$ cat src/rtl/ad9866_gain_sched.sv
// AD9866 gain-write scheduler: tracks host RX/TX gain changes and issues
// one engine request at a time, gated by init holdoff and settle gap.
module ad9866_gain_sched #(
    parameter int GAIN_W         = 6,
    parameter int INIT_HOLDOFF   = 2048,
    parameter int SETTLE_CYCLES  = 16,
    parameter int TIMEOUT_CYCLES = 1024
) (
    input  logic              clk,
    input  logic              reset_n,
    input  logic [GAIN_W-1:0] rx_gain_in,
    input  logic [GAIN_W-1:0] tx_gain_in,
    input  logic              ptt,
    input  logic              force_resend,
    input  logic              sen_n,
    output logic              ext_rx_rqst,
    output logic [GAIN_W-1:0] rx_gain,
    output logic              ext_tx_rqst,
    output logic [GAIN_W-1:0] tx_gain,
    output logic              busy,
    output logic              err_timeout,
    output logic [7:0]        write_count
);

    typedef enum logic [2:0] {
        S_HOLDOFF,
        S_IDLE,
        S_REQ,
        S_BUSY,
        S_GAP
    } state_t;

    localparam int CNT_W = 16;
    localparam logic [CNT_W-1:0] HOLD_LAST = CNT_W'(INIT_HOLDOFF - 1);
    localparam logic [CNT_W-1:0] GAP_LAST  = CNT_W'(SETTLE_CYCLES - 1);
    localparam logic [CNT_W-1:0] TMO_LAST  = CNT_W'(TIMEOUT_CYCLES - 1);
    localparam logic [CNT_W-1:0] CNT_ONE   = CNT_W'(1);

    state_t            state_q, state_d;
    logic [CNT_W-1:0]  cnt_q, cnt_d;
    logic              rx_rqst_q, rx_rqst_d;
    logic              tx_rqst_q, tx_rqst_d;
    logic [GAIN_W-1:0] rx_gain_q, rx_gain_d;
    logic [GAIN_W-1:0] tx_gain_q, tx_gain_d;
    logic [GAIN_W-1:0] rx_sent_q, rx_sent_d;
    logic [GAIN_W-1:0] tx_sent_q, tx_sent_d;
    logic              rx_pend_q, rx_pend_d;
    logic              tx_pend_q, tx_pend_d;
    logic              sel_tx_q, sel_tx_d;
    logic              busy_q, busy_d;
    logic              err_q, err_d;
    logic [7:0]        wcnt_q, wcnt_d;
    logic              cmp_en;

    always_comb begin
        state_d   = state_q;
        cnt_d     = cnt_q;
        rx_rqst_d = rx_rqst_q;
        tx_rqst_d = tx_rqst_q;
        rx_gain_d = rx_gain_q;
        tx_gain_d = tx_gain_q;
        rx_sent_d = rx_sent_q;
        tx_sent_d = tx_sent_q;
        sel_tx_d  = sel_tx_q;
        wcnt_d    = wcnt_q;
        err_d     = 1'b0;

        cmp_en    = (state_q == S_IDLE) || (state_q == S_GAP);
        rx_pend_d = rx_pend_q | force_resend |
                    (cmp_en && (rx_gain_in != rx_sent_q));
        tx_pend_d = tx_pend_q | force_resend |
                    (cmp_en && (tx_gain_in != tx_sent_q));

        unique case (state_q)
            S_HOLDOFF: begin
                if (cnt_q == HOLD_LAST) begin
                    state_d = S_IDLE;
                    cnt_d   = '0;
                end else begin
                    cnt_d = cnt_q + CNT_ONE;
                end
            end
            S_IDLE: begin
                cnt_d = '0;
                if (tx_pend_q && (ptt || !rx_pend_q)) begin
                    state_d   = S_REQ;
                    sel_tx_d  = 1'b1;
                    tx_rqst_d = 1'b1;
                    tx_gain_d = tx_gain_in;
                end else if (rx_pend_q) begin
                    state_d   = S_REQ;
                    sel_tx_d  = 1'b0;
                    rx_rqst_d = 1'b1;
                    rx_gain_d = rx_gain_in;
                end
            end
            S_REQ: begin
                if (!sen_n) begin
                    state_d   = S_BUSY;
                    rx_rqst_d = 1'b0;
                    tx_rqst_d = 1'b0;
                    cnt_d     = '0;
                end else if (cnt_q == TMO_LAST) begin
                    // pending flag stays set so IDLE reissues the write
                    state_d   = S_IDLE;
                    rx_rqst_d = 1'b0;
                    tx_rqst_d = 1'b0;
                    err_d     = 1'b1;
                    cnt_d     = '0;
                end else begin
                    cnt_d = cnt_q + CNT_ONE;
                end
            end
            S_BUSY: begin
                if (sen_n) begin
                    state_d = S_GAP;
                    cnt_d   = '0;
                    wcnt_d  = wcnt_q + 8'd1;
                    if (sel_tx_q) begin
                        tx_sent_d = tx_gain_q;
                        tx_pend_d = force_resend;
                    end else begin
                        rx_sent_d = rx_gain_q;
                        rx_pend_d = force_resend;
                    end
                end
            end
            S_GAP: begin
                if (cnt_q == GAP_LAST) begin
                    state_d = S_IDLE;
                    cnt_d   = '0;
                end else begin
                    cnt_d = cnt_q + CNT_ONE;
                end
            end
            default: begin
                state_d = S_HOLDOFF;
                cnt_d   = '0;
            end
        endcase

        busy_d = (state_d != S_IDLE) || rx_pend_d || tx_pend_d;
    end

    always_ff @(posedge clk or negedge reset_n) begin
        if (!reset_n) begin
            state_q   <= S_HOLDOFF;
            cnt_q     <= '0;
            rx_rqst_q <= 1'b0;
            tx_rqst_q <= 1'b0;
            rx_gain_q <= '0;
            tx_gain_q <= '0;
            rx_sent_q <= '0;
            tx_sent_q <= '0;
            rx_pend_q <= 1'b1;
            tx_pend_q <= 1'b1;
            sel_tx_q  <= 1'b0;
            busy_q    <= 1'b1;
            err_q     <= 1'b0;
            wcnt_q    <= '0;
        end else begin
            state_q   <= state_d;
            cnt_q     <= cnt_d;
            rx_rqst_q <= rx_rqst_d;
            tx_rqst_q <= tx_rqst_d;
            rx_gain_q <= rx_gain_d;
            tx_gain_q <= tx_gain_d;
            rx_sent_q <= rx_sent_d;
            tx_sent_q <= tx_sent_d;
            rx_pend_q <= rx_pend_d;
            tx_pend_q <= tx_pend_d;
            sel_tx_q  <= sel_tx_d;
            busy_q    <= busy_d;
            err_q     <= err_d;
            wcnt_q    <= wcnt_d;
        end
    end

    assign ext_rx_rqst = rx_rqst_q;
    assign ext_tx_rqst = tx_rqst_q;
    assign rx_gain     = rx_gain_q;
    assign tx_gain     = tx_gain_q;
    assign busy        = busy_q;
    assign err_timeout = err_q;
    assign write_count = wcnt_q;

    ap_one_rqst: assert property (@(posedge clk) disable iff (!reset_n)
        !(rx_rqst_q && tx_rqst_q));

endmodule

$ cat config.mk
export PLATFORM = sky130hd
export DESIGN_NAME = ad9866_gain_sched
export DESIGN_NICKNAME = d
export VERILOG_FILES = /design/src/rtl/ad9866_gain_sched.sv
export SDC_FILE = /design/constraint.sdc
export NUM_CORES = 1
export LEC_CHECK = 0
export ABC_AREA = 1
export BUFFER_PORTS_ARGS = -buffer_cell sky130_fd_sc_hd__buf_2
export CORE_MARGIN = 2
export CORE_UTILIZATION = 51
export CTS_CLUSTER_DIAMETER = 50
export DETAILED_ROUTE_END_ITERATION = 8
export HOLD_SLACK_MARGIN = 0.05
export PLACE_DENSITY_LB_ADDON = 0.12
export SETUP_SLACK_MARGIN = 0.4
export SYNTH_ARGS = -nofsm -noshare
export SYNTH_HDL_FRONTEND = slang
export SYNTH_SLANG_ARGS = --single-unit
export TNS_END_PERCENT = 30
$ cat constraint.sdc
create_clock -name clk -period 1.67 [get_ports clk]
set_clock_uncertainty 0.1 [all_clocks]
set_input_delay 0.167 -clock clk [delete_from_list [all_inputs] [get_ports clk]]
set_output_delay 0.167 -clock clk [all_outputs]
set_load 0.01 [all_outputs]
==> key figures <==
Worst setup path
  – Setup crit start kind: flip-flop
  – CP required: 1.80 ns
  – CP endpoint kind: flip-flop
  – CP max FO: 5
  – Crit path kind: reg -> reg
  – Data arrival, critical path: 1.82 ns

Place
  – Final HPWL DP: 4349 um
  – Pre-CTS setup slack: -0.01086 ns
  – Cell Area, Placed: 3311 sq um
  – I/O Buffers: 40
  – Gpl congestion: 0.8190

Cells and area
  – Antenna Cells: 0
  – Cell area after layout: 4145 sq um
  – Synthesis-to-layout area growth: 43.98%
  – Final Util: 0.7574
  – Fillers: 385
  – Layout cells sized above 1: 0.3839
  – Layout Nets: 475

Logic synthesis
  – Synth top area share: 0.4781
  – Synth cell types: 28
  – Total number of yosys warnings: 0
  – Cell Area, Synth: 2879 sq um
  – Largest cells by area after synthesis: dfrtp_1 (48%), nand2_1 (13%), inv_1 (6.0%), nor2_1 (5.9%), o21ai_0 (3.7%)
  – Syn Area/Cell: 8.042 sq um
  – Synth Instances: 358
  – Synthesized flop and latch total: 58
  – Cell taking the most area after synthesis: dfrtp_1
  – Seq/Total Area, Yosys: 0.5054
  – Post-Syn Nets: 377

Die
  – Starting Density: 0.5261
  – Die area: 6262 sq um
  – Row count: 27
  – IO Count: 41
  – Core Box Area: 5473 sq um
  – Die Wd: 79.14 um
  – Overall die height: 79.14 um

CTS
  – CTS buffer count: 9
  – CTS max path bufs: 2
  – Clk slew on worst S/H paths: 0.07 ns
  – Root Buffer Master: clkbuf_8
  – TritonCTS clock tree: built
  – Latest clock arrival within the worst-skew pair: 0.34 ns
  – Clock tree sinks: 58
  – H-tree depth: 3

Power and ir drop
  – Leakage power: 2.131 nW
  – PD cells: 694.8 nW/um^2
  – Worst IR Drop VDD: 0.6790 mV

Global routing
  – GRT Util Overall: 0.2266
  – First-pass GRT wire length: 10,900 um
  – Largest net degree at the start of global routing: 43
  – Number of global-route vias before repair: 2,487
  – Initial antenna violation count: 0
  – Global route overflow: 0

Drt
  – Detailed Route WL: 7179 um
  – Initial drt markers: 178
  – Routed len/inst: 13.47 um
  – Vias per std cell: 5.034
  – Routed vias: 2,683
  – Detailed Routing Iterations Pass 1: 5
  – Drc violations: 0
  – Antenna viol nets, final: 0

Job
  – MaxCap Viol Count: 0

Timing
  – Period utilization: 1.011
  – Worst slew pin tran: 0.4122 ns
  – Period minus WS final: 1.689 ns
  – RSZ-0062 raised after global routing: yes
  – Hold WS: 0.1654 ns
  – Final setup margin: -0.01875 ns
  – Slew Limit Headroom: 0.7252
  – Final hold vios: 0
  – Endpoints failing setup: 5
  – Max Clock Freq: 0.5922 GHz
  – Max-slew violation count: 0

Worst hold path
  – Min-Delay Path Class: in -> reg

Run status
  – Failing checks: negative setup slack
  – Outcome: complete, but fails checks
-- state kept, by name, summed over array words and instances, names as in the netlist --
register,count
rx_gain,6
err_timeout,1
rx_sent_q,6
cnt_q,16
state_q,3
write_count,8
busy,1
ext_rx_rqst,1
tx_sent_q,6
tx_gain,6
ext_tx_rqst,1
tx_pend_q,1
rx_pend_q,1
sel_tx_q,1
-- kinds of logic after synthesis --
kind of cell / count (synthesis) / synth area share
DFF: 58 / 0.5054
xor gates and xnor gates: 17 / 0.05172
and+or+nand+nor: 190 / 0.2894
AOI/OAI and AO/OA: 37 / 0.06606
buffers and inverters: 52 / 0.07084
muxes: 2 / 0.007822
adders and majority gates: 2 / 0.008690
-- routing by layer --
metal	track usage	vias to the layer above	wire length, um
met5	0	-	0
met3	0.07500	12	410
li1	-	1330	-
met4	0.07931	0	99
met1	0.2920	1260	3084
met2	0.3585	81	3585
-- cell usage in the layout (no fill, tap or decap), types with 2 or more instances in the layout --
cell type	Yosys	layout
nand3_1	17	12
mux2_4	0	2
buf_2	1	40
dlygate4sd3_1	0	15
o21ai_0	21	7
nor2_2	0	11
inv_2	2	5
buf_6	1	7
clkinv_2	0	3
o21ai_2	0	7
nor2_4	4	12
dfstp_2	3	3
nand2_1	97	74
a21oi_2	0	3
inv_4	0	2
xnor2_1	5	5
nand3b_1	3	3
nor2_1	45	26
o21ai_1	0	7
nand4_1	6	6
nand3_2	2	3
nor3_1	10	6
a21oi_1	14	11
nand2_2	0	20
xor2_1	12	12
inv_1	46	40
dfrtp_1	55	54
buf_4	0	26
nor3_2	0	4
nand2_4	0	4
clkbuf_8	0	11
nand3_4	0	4
nor3b_1	2	2
-- synth_stat cells (all sizes together) --
cell,count
a21boi,1
a21oi,14
and3,1
buf,2
clkbuf,2
dfrtp,55
dfstp,3
ha,2
inv,48
mux2,2
nand2,97
nand3,19
nand3b,3
nand4,6
nor2,49
nor3,10
nor3b,2
nor4,1
o21ai,21
o21bai,1
or2,2
xnor2,5
xor2,12
-- worst max-delay path, stage by stage, from the launching register on --
cell and delay (ns):
dfrtp_1 0.40, ha_4 0.17, nand3_4 0.09, nor2_4 0.18
nand2_2 0.08, nand2_2 0.10, nand4_1 0.24, nand3b_1 0.17
inv_1 0.05
-- stage by stage --
| stage | TNS (ns) | cells | power, W |
|---|---|---|---|
| floorplan | 0 | 358 | 0.001483 |
| global route | -0.8932 | 533 | 0.002997 |
| detailed placement | -0.01086 | 480 | 0.001551 |
| global placement | 0 | 480 | 0.001550 |
| finish | -0.05020 | 533 | 0.002880 |
| CTS | 0 | 526 | 0.002904 |
-- timing repair --
| action | 4_1_cts | 5_1_grt |
|---|---|---|
| resized for setup | 15 | 95 |
| cloned | 0 | 1 |
| pin swaps | 7 | 39 |
| hold endpoints to repair | 70 | 0 |
| buffers inserted | 15 | 6 |
| hold buffers | 15 | 0 |
| setup endpoints to repair | 55 | 58 |
-- cell type report --
cell class	instances	area [sq um]	share of cell area
Clock buffer	11	151.4	0.03652
Inverter	48	190.2	0.04588
Multi-Input combinational cell	249	1545	0.3728
Sequential cell	58	1456	0.3513
Clock inverter	5	52.55	0.01268
Tap cell	72	90.09	0.02173
Timing Repair Buffer	90	659.4	0.1591
-- where the power goes --
part	switching, W	total (W)	internal [W]
Combinational	0.0000802	0.000144	0.0000637
Clock	0.000554	0.00132	0.000761
Sequential	0.00000677	0.00142	0.00141
-- final timing paths --
| path | startpoint | endpoint | slack, ns | cells past startpoint |
|---|---|---|---|---|
| max | cnt_q[1] | cnt_q[9] | -0.02 | 8 |
| min | sen_n | err_timeout | 0.17 | 3 |
| max reg2reg | cnt_q[1] | cnt_q[9] | -0.02 | 8 |
| min reg2reg | write_count[7] | write_count[7] | 0.37 | 1 |
| max in group asynchronous | reset_n | rx_pend_q | 0.66 | 3 |
| min in group asynchronous | reset_n | write_count[3] | 0.19 | 2 |
Note: power is estimated with default switching activity, not from simulation.
